**config.mk**
```make
export PLATFORM = sky130hd
export DESIGN_NAME = kab_irq_ctrl
export DESIGN_NICKNAME = d
export VERILOG_FILES = /design/src/rtl/kab_irq_pkg.sv /design/src/rtl/kab_irq_prio_enc.sv /design/src/rtl/kab_irq_ctrl.sv
export SDC_FILE = /design/constraint.sdc
export NUM_CORES = 1
export LEC_CHECK = 0
export ABC_AREA = 1
export BUFFER_PORTS_ARGS = -buffer_cell sky130_fd_sc_hd__buf_4
export CAP_MARGIN = 20
export CORE_MARGIN = 2
export CORE_UTILIZATION = 55
export CTS_CLUSTER_SIZE = 10
export DETAILED_ROUTE_END_ITERATION = 12
export HOLD_SLACK_MARGIN = 0.03
export PLACE_DENSITY = 0.86
export SKIP_LAST_GASP = 1
export SLEW_MARGIN = 20
export SYNTH_ARGS = -nofsm -noshare
export SYNTH_HDL_FRONTEND = slang
export SYNTH_SLANG_ARGS = --single-unit
```
**constraint.sdc**
```tcl
create_clock -name Sys_Clock -period 1.93 [get_ports Sys_Clock]
set_input_delay 0.193 -clock Sys_Clock [delete_from_list [all_inputs] [get_ports Sys_Clock]]
set_output_delay 0.193 -clock Sys_Clock [all_outputs]
set_load 0.005 [all_outputs]
```
**src/rtl/kab_irq_pkg.sv**
```systemverilog
// kab_irq_pkg: register map and FSM encoding shared
// by the Kab external interrupt controller files.
package kab_irq_pkg;

  localparam logic [3:0] IRQ_ENABLE_ADDR = 4'd0;
  localparam logic [3:0] IRQ_MODE_ADDR   = 4'd1;
  localparam logic [3:0] IRQ_PEND_ADDR   = 4'd2;
  localparam logic [3:0] IRQ_STATUS_ADDR = 4'd3;
  localparam logic [3:0] IRQ_GLOBAL_ADDR = 4'd4;

  typedef enum logic [1:0] {
    IRQ_IDLE,
    IRQ_REQ,
    IRQ_GAP
  } irq_state_t;

endpackage

```
**src/rtl/kab_irq_prio_enc.sv**
```systemverilog
// kab_irq_prio_enc: combinational priority encoder,
// highest set index wins.
module kab_irq_prio_enc
  import kab_irq_pkg::*;
#(
  parameter int NUM_IRQ = 8,
  parameter int ID_W    = $clog2(NUM_IRQ)
) (
  input  logic [NUM_IRQ-1:0] Req,
  output logic               Valid,
  output logic [ID_W-1:0]    Id
);

  // scan upward so the last hit is the highest index
  always_comb begin
    Valid = |Req;
    Id    = '0;
    for (int i = 0; i < NUM_IRQ; i++) begin
      if (Req[i]) Id = ID_W'(i);
    end
  end

endmodule

```
**src/rtl/kab_irq_ctrl.sv**
```systemverilog
// kab_irq_ctrl: external interrupt controller with edge/level lines.
// Build option: KAB_IRQ_SYNC_EN adds a 2-flop input synchroniser.
module kab_irq_ctrl
  import kab_irq_pkg::*;
#(
  parameter int NUM_IRQ = 8,
  parameter int ID_W    = $clog2(NUM_IRQ)
) (
  input  logic               Sys_Clock,
  input  logic               Sys_Reset,
  input  logic [NUM_IRQ-1:0] IrqIn,
  input  logic               Sys_BlockSelect,
  input  logic [3:0]         Sys_Address,
  input  logic               Sys_WrEn,
  input  logic               Sys_RdEn,
  input  logic [31:0]        Sys_WrData,
  output logic [31:0]        Sys_RdData,
  output logic               EIC_IntReq,
  output logic [ID_W-1:0]    EIC_IntId,
  input  logic               EIC_IntAck
);

  logic [NUM_IRQ-1:0] r_enable;
  logic [NUM_IRQ-1:0] r_mode;
  logic [NUM_IRQ-1:0] r_edge;
  logic [NUM_IRQ-1:0] r_irq_d;
  logic               r_global;
  irq_state_t         r_state;
  irq_state_t         w_state_nxt;
  logic [ID_W-1:0]    r_id;
  logic [ID_W-1:0]    w_id_nxt;
  logic [31:0]        r_rdata;
  logic [31:0]        w_rdata;

  logic [NUM_IRQ-1:0] w_irq;
  logic [NUM_IRQ-1:0] w_pend;
  logic [NUM_IRQ-1:0] w_elig;
  logic [NUM_IRQ-1:0] w_rise;
  logic [NUM_IRQ-1:0] w_clr;
  logic [NUM_IRQ-1:0] w_wdata;
  logic               w_valid;
  logic [ID_W-1:0]    w_win;
  logic               w_wr;
  logic               w_rd;
  logic               w_ack;
  logic               w_unused;

`ifdef KAB_IRQ_SYNC_EN
  logic [NUM_IRQ-1:0] r_sync1;
  logic [NUM_IRQ-1:0] r_sync2;

  // two-flop synchroniser for asynchronous sources
  always_ff @(posedge Sys_Clock or negedge Sys_Reset) begin
    if (!Sys_Reset) begin
      r_sync1 <= '0;
      r_sync2 <= '0;
    end else begin
      r_sync1 <= IrqIn;
      r_sync2 <= r_sync1;
    end
  end

  assign w_irq = r_sync2;
`else
  assign w_irq = IrqIn;
`endif

  assign w_wr     = Sys_BlockSelect & Sys_WrEn;
  assign w_rd     = Sys_BlockSelect & Sys_RdEn;
  assign w_wdata  = Sys_WrData[NUM_IRQ-1:0];
  assign w_unused = &{1'b0, Sys_WrData};

  // edge lines show the latched bit, level lines the live input
  assign w_pend = (r_edge & r_mode) | (w_irq & ~r_mode);
  assign w_elig = w_pend & r_enable & {NUM_IRQ{r_global}};
  assign w_rise = w_irq & ~r_irq_d & r_mode;
  assign w_ack  = (r_state == IRQ_REQ) & EIC_IntAck;

  kab_irq_prio_enc #(
    .NUM_IRQ (NUM_IRQ),
    .ID_W    (ID_W)
  ) u_prio (
    .Req   (w_elig),
    .Valid (w_valid),
    .Id    (w_win)
  );

  // edge-pending clears from W1C and from acking an edge line
  always_comb begin
    w_clr = '0;
    if (w_wr && Sys_Address == IRQ_PEND_ADDR) begin
      w_clr = w_wdata & r_mode;
    end
    if (w_ack && r_mode[r_id]) begin
      w_clr[r_id] = 1'b1;
    end
  end

  // edge latch: a new rising edge beats a same-cycle clear
  always_ff @(posedge Sys_Clock or negedge Sys_Reset) begin
    if (!Sys_Reset) begin
      r_edge  <= '0;
      r_irq_d <= '0;
    end else begin
      r_edge  <= (r_edge & ~w_clr) | w_rise;
      r_irq_d <= w_irq;
    end
  end

  // configuration registers
  always_ff @(posedge Sys_Clock or negedge Sys_Reset) begin
    if (!Sys_Reset) begin
      r_enable <= '0;
      r_mode   <= '0;
      r_global <= 1'b0;
    end else if (w_wr) begin
      case (Sys_Address)
        IRQ_ENABLE_ADDR: r_enable <= w_wdata;
        IRQ_MODE_ADDR:   r_mode   <= w_wdata;
        IRQ_GLOBAL_ADDR: r_global <= Sys_WrData[0];
        default: ;
      endcase
    end
  end

  // read mux, zero-extended; unmapped reads give 0
  always_comb begin
    w_rdata = '0;
    case (Sys_Address)
      IRQ_ENABLE_ADDR: w_rdata[NUM_IRQ-1:0] = r_enable;
      IRQ_MODE_ADDR:   w_rdata[NUM_IRQ-1:0] = r_mode;
      IRQ_PEND_ADDR:   w_rdata[NUM_IRQ-1:0] = w_pend;
      IRQ_STATUS_ADDR: begin
        w_rdata[31]        = EIC_IntReq;
        w_rdata[ID_W-1:0]  = r_id;
      end
      IRQ_GLOBAL_ADDR: w_rdata[0] = r_global;
      default: ;
    endcase
  end

  // read data holds until the next qualified read
  always_ff @(posedge Sys_Clock or negedge Sys_Reset) begin
    if (!Sys_Reset) begin
      r_rdata <= '0;
    end else if (w_rd) begin
      r_rdata <= w_rdata;
    end
  end

  // handshake FSM state and latched id
  always_ff @(posedge Sys_Clock or negedge Sys_Reset) begin
    if (!Sys_Reset) begin
      r_state <= IRQ_IDLE;
      r_id    <= '0;
    end else begin
      r_state <= w_state_nxt;
      r_id    <= w_id_nxt;
    end
  end

  // next state: request is held until acked, then one idle gap
  always_comb begin
    w_state_nxt = r_state;
    w_id_nxt    = r_id;
    unique case (r_state)
      IRQ_IDLE: begin
        if (w_valid) begin
          w_id_nxt    = w_win;
          w_state_nxt = IRQ_REQ;
        end
      end
      IRQ_REQ: begin
        if (EIC_IntAck) w_state_nxt = IRQ_GAP;
      end
      IRQ_GAP: w_state_nxt = IRQ_IDLE;
      default: w_state_nxt = IRQ_IDLE;
    endcase
  end

  assign EIC_IntReq = (r_state == IRQ_REQ);
  assign EIC_IntId  = r_id;
  assign Sys_RdData = r_rdata;

endmodule

```
==> results_dict.tcl, run 1 <==
set metrics [dict create \
    numCtsBuffers 5 \
    worst-path-buf-inv 0 \
    root_buffer "clkbuf_8" \
    vias_per_cell 5.36 \
    critical_path_class "reg -> reg" \
    row_count 25 \
    drt_first_iter_violations 238 \
    postCtsSetupRepairBufs 0 \
    grt_pass1_wl_um 9930 \
    synth_edf_count 0 \
    final_area_um2 3070 \
    fin_crit_ps 1620 \
    slowest_stage "dfrtp_1" \
    yosysWarnings 0 \
    synth.avg_cell_area_um2 7.87 \
    reg2reg_from "EIC_IntId[0]" \
    synthDistinctLibCells 28 \
    port_buffers 38 \
    fin_ws_ps 309 \
    coreArea_um2 4660 \
    hold_violations 0 \
    grtUsageMet2 0.391 \
    wire_per_inst_um 14.0 \
    nNetsFinal 431 \
    ir_drop_mv 0.586 \
    diodes 0 \
    crit_arrival_ps 1820 \
    multi_input_area_um2 1180 \
    num_io_pins 86 \
    fmax_mhz 617 \
    worstSetupStartpointType "flip-flop" \
    die-area_um2 5350 \
    critPathTopFamily "simple AND/OR/NAND/NOR gates" \
    clockBufferDepth 2 \
    p_leak_nw 1.56 \
    slew_viol_final 0 \
    cp-end-kind "flip-flop" \
    vias 2339 \
    dp_hpwl_um 4190 \
    critPathMaxStageDelay_ps 650 \
    clock_skew_ps 8.11 \
    setup_viol 0 \
    synthTopCellsByArea "dfrtp_1 (45%), nand2_1 (16%), buf_4 (6.9%)" \
    synth_top_flop_cell "dfrtp_1" \
    maxCapViolations 0 \
    grt_usage 0.244 \
    fillers 400 \
    syn_to_final_growth_pct 16.9 \
    holdCritPathClass "in -> reg" \
    yosysMostFrequentCell "nand2_1" \
    fin_setup_tns_ps 0 \
    grt-ovfl-total 0 \
    yosysSeqAreaShare 0.448 \
    postPlaceCellArea_um2 2850 \
    yosys.area.top_type "dfrtp_1" \
    die_h_um 73.1 \
    cts_tree "built" \
    worstHoldStart "EIC_IntAck" \
    synth_seq_cells 47 \
    met3_usage 0.0373 \
    htree_num_levels 2 \
    worstPathRequired_ps 2130 \
    status "finished, final reports clean" \
    grtUsageMet1 0.325 \
    grt_max_degree 48 \
    netlist_area_um2 2630 \
    rsz0062_at_grt "false" \
    cp_max_fo 15 \
    fin_crit_sh 0.840 \
    busiest_layer "met2" \
    netlist_instances 334 \
    routed_wl_um 6090 \
    antenna_found_initial 0 \
    async_flop_share 1.00 \
    ant_nets 0 \
    worstSetupStartpoint "EIC_IntId[0]" \
    tightest_slew_ps 579 \
    clock_sinks 47 \
    die_w_um 73.1 \
    start_util 0.564 \
    cpMostUsedCell "nand2_1" \
    clkTransAtPathRegs_ps 90 \
    clock_latency_ps 310 \
    drtPass1Iterations 5 \
    gp_congestion 0.974 \
    slew_headroom 0.614 \
    synth_top_area_share 0.448 \
    grt_pass1_vias 2128 \
    seqCellArea_um2 1180 \
    synthTopCellsByCount "nand2_1 (109), dfrtp_1 (47), inv_1 (28), buf_4 (24), nand3_1 (23)" \
    route.detailed.drc 0 \
    postCtsResizedCells 0 \
    cp_cell_sequence "nand2_1 > o21ai_0 > nand2_1 > nand2_1 > nand2_1 > nand2_2 > nand3_1 > nand3_1 > nand2_1" \
    drive_gt1_frac 0.191 \
    place_ws_ps 364 \
    power_density_nw_per_um2 1010 \
]
-- path summary, 6_finish.rpt --
kind,end,slack [ps],cells after the start
max,r_edge[3],310,9
max in group asynchronous,r_edge[2],1120,2
max reg2reg,r_edge[3],310,9
min in group asynchronous,r_edge[1],430,2
min,r_state[0],110,2
min reg2reg,r_edge[3],490,2
-- report_power, final --
part,leakage [nW],switching [mW],internal (mW)
Combinational,0.914,0.500,0.322
Sequential,0.585,0.245,1.18
Clock,0.0644,0.352,0.516
-- layer usage --
| metal | vias to the layer above | wire length (um) |
|---|---|---|
| met5 | - | 0 |
| met4 | 0 | 148 |
| met3 | 17 | 401 |
| met2 | 98 | 2910 |
| met1 | 1093 | 2630 |
| li1 | 1131 | - |
-- registers in the layout, summed over array words and instances, names as in the netlist --
name        count
r_irq_d         8
r_state         2
EIC_IntId       3
r_global        1
Sys_RdData      9
r_edge          8
r_mode          8
r_enable        8
-- through the flow --
stage | utilization | hold slack (ps) | cells | total power [mW]
2_1_floorplan | - | -103 | 356 | 1.94
5_1_grt | 0.659 | 130 | 436 | 3.28
4_1_cts | 0.659 | 115 | 436 | 3.10
3_3_place_gp | 0.610 | 229 | 419 | 2.17
3_5_place_dp | 0.610 | 239 | 419 | 2.22
6_report | 0.659 | 109 | 436 | 3.11
-- cells in the final DEF, fill, tap and decap left out, types with 2 or more instances in the layout --
cell type | netlist | final
nand3_1 | 23 | 23
o21ai_2 | 8 | 8
buf_4 | 24 | 40
nand3_2 | 2 | 2
nor2_1 | 7 | 7
nor3_4 | 2 | 2
inv_1 | 28 | 28
nand4_1 | 10 | 10
conb_1 | 1 | 23
nor3_1 | 8 | 8
bufinv_16 | 0 | 2
clkbuf_8 | 0 | 5
nand2_1 | 109 | 109
dlygate4sd3_1 | 0 | 9
nand3b_1 | 7 | 7
o21ai_1 | 21 | 21
nand2_2 | 6 | 6
o21ai_0 | 8 | 8
a21oi_1 | 5 | 5
inv_2 | 4 | 4
dfrtp_1 | 47 | 47
-- timing repair --
action                                  in CTS  in global routing
hold endpoints to repair                    55                  0
endpoints found under the setup margin       0                  0
hold buffers                                 9                  0
-- logic make-up (layout without fill, tap and decap cells) --
kind of cell | count (synthesis) | in the layout | synth area share
AND/OR/NAND/NOR | 177 | 177 | 0.314
buffers and inverters | 63 | 89 | 0.134
flip-flops | 47 | 47 | 0.448
AO/OA/AOI/OAI | 46 | 46 | 0.103
other | 1 | 23 | 0.00143
-- cell type report --
type,instances,share of cell area
tap,54,0.0220
clock inverter,3,0.0220
clock buffer,5,0.0224
sequential,47,0.383
multi-input combinational,246,0.385
timing repair buffer,49,0.127
inverter,32,0.0391
(Power assumes the default switching activity.)
==> run 2, diff against run 1 <==
- ABC_AREA: 1 -> 0
- CORE_UTILIZATION: 55 -> 46
- PLACE_DENSITY: 0.86 -> 0.77
- clock period: 1.93 -> 1.4 ns (I/O delays scaled with it)
==> run 2 against run 1 <==
The run now ends with negative setup slack left; cell count shrank 6.7%; worst hold slack worse by 42 ps; die area increased by 16%; clock power down 2.9%; via count down 3.0%; maximum frequency is 3.2% lower; utilization fell by 1.1 points; sequential cell count did not move; clock skew is essentially flat; total power is 55% higher; sequential power increased by 37%; global-route usage down 1.3 points; critical path type unchanged.
==> results_dict.tcl, run 2 <==
set metrics [dict create \
    final_cell_mix "buf_4 (77), dfrtp_1 (44), nand2_1 (31)" \
    synth_edf_count 0 \
    power_density_nw_per_um2 1360 \
    clock_skew_ps 8.20 \
    largest_reg_flops 9 \
    p_leak_nw 1.61 \
    holdCritPathClass "in -> reg" \
    seqCellArea_um2 1180 \
    power_mw 4.83 \
    clock_sinks 47 \
    violations "negative setup slack" \
    hold_violations 0 \
    routed_wl_um 7060 \
    yosys.area_share.simple 0.137 \
    diodes 0 \
    synthAdderAreaFrac 0 \
    maxCapViolations 0 \
    synthTopCellsByArea "dfrtp_1 (46%), mux2_2 (8.7%), buf_4 (6.7%)" \
    drive_gt1_frac 0.445 \
    reg2reg_from "EIC_IntId[1]" \
    final_area_um2 3540 \
    worstReg2RegEnd "r_edge[3]" \
    grt_max_degree 48 \
    synthTopCellsByCount "dfrtp_1 (47), nand2_1 (31), buf_4 (23), mux2_2 (20), a21oi_1 (10)" \
    wire_per_inst_um 17.3 \
    worstSetupStartpointType "flip-flop" \
    yosysMostFrequentCell "dfrtp_1" \
    rsz0062_at_grt "true" \
    ir_drop_mv 0.729 \
    netlist_area_um2 2580 \
    hold_depth 2 \
    drtPass1Iterations 4 \
    layout_commonest_cell "buf_4" \
    grt_pass1_wl_um 10800 \
    fillers 431 \
    setup_viol 15 \
    nNetsFinal 384 \
    slew_viol_final 0 \
    slew_headroom 0.604 \
    cp-end-kind "flip-flop" \
    yosysSeqAreaShare 0.456 \
    cts_tree "built" \
    clkTransAtPathRegs_ps 90 \
    fmax_mhz 597 \
    postPlaceCellArea_um2 3160 \
    htree_num_levels 2 \
    antenna_found_initial 0 \
    drt_first_iter_violations 190 \
    synth_top_area_share 0.456 \
    synthMuxAreaShare 0.163 \
    crit_arrival_ps 1920 \
    coreArea_um2 5470 \
    netlist_instances 249 \
    grt-ovfl-total 0 \
    fin_crit_ps 1670 \
    tightest_slew_ps 594 \
    fin_ws_ps -274 \
    r2r_cells 4 \
    critical_path_class "reg -> reg" \
    cp_cell_sequence "mux2_4 > mux4_2 > and3_4 > o22ai_2" \
    port_buffers 38 \
    yosys.area_share.xor_xnor 0 \
    ant_nets 0 \
    vias 2269 \
    numCtsBuffers 5 \
    worstSetupStartpoint "EIC_IntId[1]" \
    synth_compound_area_frac 0.153 \
    async_flop_share 1.00 \
    worstHoldStart "Sys_WrData[3]" \
    gp_congestion 0.930 \
    syn_to_final_growth_pct 37.4 \
    start_util 0.471 \
    clock_latency_ps 320 \
    worstPathRequired_ps 1650 \
    grt_usage 0.231 \
    die_h_um 78.9 \
    synth.avg_cell_area_um2 10.4 \
    cp_max_fo 4 \
    holdPathEnd "r_enable[3]" \
    grt_pass1_vias 2143 \
    dp_hpwl_um 5000 \
    slowest_stage "mux4_2" \
    synthDistinctLibCells 42 \
    yosysWarnings 0 \
    multi_input_area_um2 1440 \
    synth_seq_cells 47 \
    clockBufferDepth 2 \
    status "complete, but fails checks" \
    fin_crit_sh 1.20 \
    yosys.area.top_type "dfrtp_1" \
    die_w_um 78.9 \
    route.detailed.drc 0 \
    root_buffer "clkbuf_8" \
    reg2reg_slack_ps -270 \
    die-area_um2 6220 \
    num_io_pins 86 \
    critPathMaxStageDelay_ps 530 \
    whs_ps 66.4 \
    synth_top_family_by_area "multiplexers" \
    synth_top_flop_cell "dfrtp_1" \
    row_count 27 \
    vias_per_cell 5.57 \
]
[run 2: report_power, final]
group	leakage, nW	internal (mW)	switching, mW
clock network	0.0402	0.348	0.495
logic	1.01	1.13	0.920
registers	0.568	1.65	0.289
[run 2: through the flow]
step	worst slack (ps)	utilization	TNS [ps]	instances
finish	-274	0.648	-2860	407
CTS	-267	0.624	-2620	406
global route	-305	0.648	-3460	407
global placement	-185	0.578	-2090	386
detailed placement	-254	0.578	-2840	386
floorplan	-176	-	-1550	271
[run 2: final cells by class]
class	instances	share of cell area
multi-input cells	186	0.407
flip-flops and latches	47	0.333
clock inverters	3	0.00565
well taps	72	0.0254
repair buffers	91	0.207
clock buffers	5	0.0194
inverters	3	0.00318
[run 2: how the worst max path moves through the flow]
| stage | cells past startpoint | to |
|---|---|---|
| detailed placement | 4 | r_edge[3] |
| floorplan | 4 | r_edge[7] |
| global placement | 4 | r_edge[7] |
| finish | 4 | r_edge[3] |
| CTS | 4 | r_edge[3] |
| global route | 4 | r_edge[6] |
[run 2: cell families (layout without fill, tap and decap cells)]
| kind of cell | Yosys count | after routing |
|---|---|---|
| AOI/OAI and AO/OA | 59 | 59 |
| buffers and inverters | 38 | 102 |
| DFF | 47 | 47 |
| muxes | 33 | 33 |
| other | 1 | 23 |
| and+or+nand+nor | 71 | 71 |
[run 2: per-layer routing]
layer / track usage / share of wire
met2: 0.374 / 0.49
met5: 0 / 0
met1: 0.297 / 0.41
met4: 0.100 / 0.029
met3: 0.0557 / 0.074
[run 2: timing repair]
item | CTS | global route
pin swaps | 4 | 8
setup endpoints to repair | 16 | 19
hold buffers | 9 | 0
hold endpoints to repair | 55 | 0
setup buffers | 3 | 2
gates resized for setup | 12 | 28
[run 2: critical path, delay by kind of cell (launching register included)]
kind	cells	cell delay [ps]
AO/OA/AOI/OAI	1	130
flip-flops	1	430
multiplexers	2	850
AND/OR/NAND/NOR	1	180
==> run 3, diff against run 2 <==
- CORE_UTILIZATION: 46 -> 45
- PLACE_DENSITY: 0.77 -> 0.76
- SYNTH_HIERARCHICAL: unset -> 1
==> run 3 against run 2 <==
The run still ends with negative setup slack left; global-route usage decreased by 3.1 points; maximum frequency grew 0.86%; combinational power fell by 40%; synthesized area decreased by 2.7%; via count down 9.8%; non-clock buffer count is 11 lower; first-iteration DRC count down 54%; sequential power fell by 4%; critical path depth rose by 3; cell count down 7.6%; critical path type unchanged; largest power group is now registers.
==> results_dict.tcl, run 3 <==
set metrics [dict create \
    die_h_um 78.7 \
    worstPathRequired_ps 1580 \
    vias 2047 \
    synthTopCellsByArea "dfrtp_1 (47%), mux2_2 (12%), buf_4 (7.2%)" \
    yosysMostFrequentCell "dfrtp_1" \
    swShare 0.301 \
    r2r_cells 7 \
    synth_seq_cells 47 \
    row_count 27 \
    fmax_mhz 603 \
    worstSetupEndpoint "EIC_IntId[2]" \
    worstSetupStartpoint "r_mode[5]" \
    reg2reg_from "r_mode[5]" \
    synth_edf_count 0 \
    dp_hpwl_um 4140 \
    slew_viol_final 0 \
    clkTransAtPathRegs_ps 80 \
    grt_pass1_vias 1957 \
    root_buffer "clkbuf_8" \
    worstReg2RegEnd "EIC_IntId[2]" \
    route.detailed.drc 0 \
    async_flop_share 1.00 \
    tightest_slew_ps 600 \
    start_util 0.461 \
    fin_crit_ps 1660 \
    wire_per_inst_um 15.4 \
    num_io_pins 86 \
    power.share.combinational 0.323 \
    yosys.area.top_type "dfrtp_1" \
    clock_latency_ps 300 \
    p_leak_nw 1.50 \
    grt_usage 0.200 \
    drive_gt1_frac 0.438 \
    grt_max_degree 48 \
    clock_sinks 47 \
    drtPass1Iterations 4 \
    clock_skew_ps 7.95 \
    reg2reg_slack_ps -260 \
    port_buffers 38 \
    nNetsFinal 355 \
    status "complete, but fails checks" \
    seq_power_share 0.482 \
    htree_num_levels 2 \
    numCtsBuffers 5 \
    grt_pass1_wl_um 9540 \
    vias_per_cell 5.44 \
    synthDistinctLibCells 46 \
    slew_headroom 0.600 \
    clockBufferDepth 2 \
    syn_to_final_growth_pct 29.8 \
    drt_first_iter_violations 87 \
    synth.avg_cell_area_um2 11.0 \
    power_frac_clock 0.195 \
    gp_congestion 0.829 \
    whs_ps 53.8 \
    critical_path_class "reg -> reg" \
    holdCritPathClass "in -> reg" \
    netlist_instances 228 \
    violations "negative setup slack" \
    die-area_um2 6190 \
    fin_ws_ps -260 \
    die_w_um 78.7 \
    diodes 0 \
    worstSetupStartpointType "flip-flop" \
    setup_viol 7 \
    fin_util 0.599 \
    power_switching_mw 1.16 \
    crit_arrival_ps 1840 \
    routed_wl_um 5810 \
    antenna_found_initial 0 \
    power_density_nw_per_um2 1180 \
    coreArea_um2 5440 \
    fin_crit_sh 1.19 \
    cp-end-kind "flip-flop" \
    cts_tree "built" \
    yosysWarnings 6 \
    grt-ovfl-total 0 \
    netlist_area_um2 2510 \
    hold_violations 0 \
    synthTopCellsByCount "dfrtp_1 (47), mux2_2 (27), buf_4 (24), nor2_1 (14), nand2_1 (13)" \
    rsz0062_at_grt "true" \
    cp_max_fo 3 \
    synth_top_flop_cell "dfrtp_1" \
    ant_nets 0 \
    layout_commonest_cell "buf_4" \
    ir_drop_mv 0.629 \
    maxCapViolations 0 \
    yosysSeqAreaShare 0.469 \
    largest_reg_flops 9 \
    synth_top_area_share 0.469 \
    final_cell_mix "buf_4 (72), dfrtp_1 (46), mux2_2 (23), conb_1 (23), nand2_1 (13)" \
    p_int_mw 2.69 \
]
run 3: cell types whose count changed after synthesis, sizes merged, moves of 6 or more:
cell / previous run / this run
nand2: 31 / 14
nand4: 2 / 12
o22ai: 9 / 0
a21oi: 10 / 4
run 3: how the worst min path moves through the flow:
stage / depth (start not counted) / to / slack, ps / start
2_1_floorplan: 0 / EIC_IntId[0] / -160 / Sys_Reset
3_3_place_gp: 1 / r_irq_d[6] / 180 / Sys_Reset
3_5_place_dp: 1 / r_enable[6] / 190 / Sys_Reset
4_1_cts: 2 / r_irq_d[7] / 50 / IrqIn[7]
5_1_grt: 2 / r_irq_d[7] / 50 / IrqIn[7]
6_report: 2 / r_irq_d[7] / 50 / IrqIn[7]
run 3: cells by family after synthesis:
kind of cell,synth area share
buffers and inverters,0.0917
and+or+nand+nor,0.194
muxes,0.140
AOI/OAI and AO/OA,0.104
other,0.00149
DFF,0.469
run 3: cell type report:
type | instances | area (um^2)
fillers | 466 | 2180
multi-input cells | 167 | 1280
flip-flops and latches | 47 | 1180
repair buffers | 80 | 621
well taps | 72 | 90.1
clock buffers | 6 | 72.6
inverters | 4 | 15.0
run 3: power groups by stage:
| stage | registers, mW | logic (mW) | clock network [mW] |
|---|---|---|---|
| final | 1.86 | 1.24 | 0.750 |
| after floorplan | 1.81 | 0.697 | 0 |
| after detailed placement | 1.86 | 1.15 | 0 |
| after global placement | 1.85 | 1.13 | 0 |
| after global routing | 1.89 | 1.36 | 0.813 |
| after CTS | 1.84 | 1.20 | 0.772 |
run 3: metal layers:
layer | part of all wire | global-route usage | routed length, um | vias to the layer above
met4 | 0.013 | 0.0684 | 74 | 0
met5 | 0 | 0 | 0 | -
met1 | 0.46 | 0.280 | 2650 | 992
met3 | 0.073 | 0.0402 | 423 | 11
met2 | 0.46 | 0.311 | 2650 | 95
li1 | - | - | - | 949
run 3: stage by stage:
step / total power, mW / TNS (ps) / setup WS (ps) / cell area [um^2] / std cells
finish: 3.85 / -905 / -260 / 3260 / 376
detailed placement: 3.01 / -880 / -269 / 3030 / 357
global route: 4.06 / -1670 / -344 / 3260 / 376
CTS: 3.81 / -806 / -242 / 3210 / 373
floorplan: 2.50 / -726 / -228 / 2650 / 250
global placement: 2.98 / -737 / -231 / 3030 / 357
run 3: worst max-delay path, stage by stage, from the launching register on:
cell,delay [ps]
dfrtp_1,410
mux2_4,310
and3_4,190
nor2_4,100
nand4_1,90
nand2b_1,110
nor2_2,60
mux2_2,260
run 3: repair_timing:
action                     CTS  global route
setup endpoints to repair    9            14
setup buffers                2             3
hold endpoints to repair    54             0
resized for setup            4             5
hold buffers                 8             0
pin swaps                    0             4
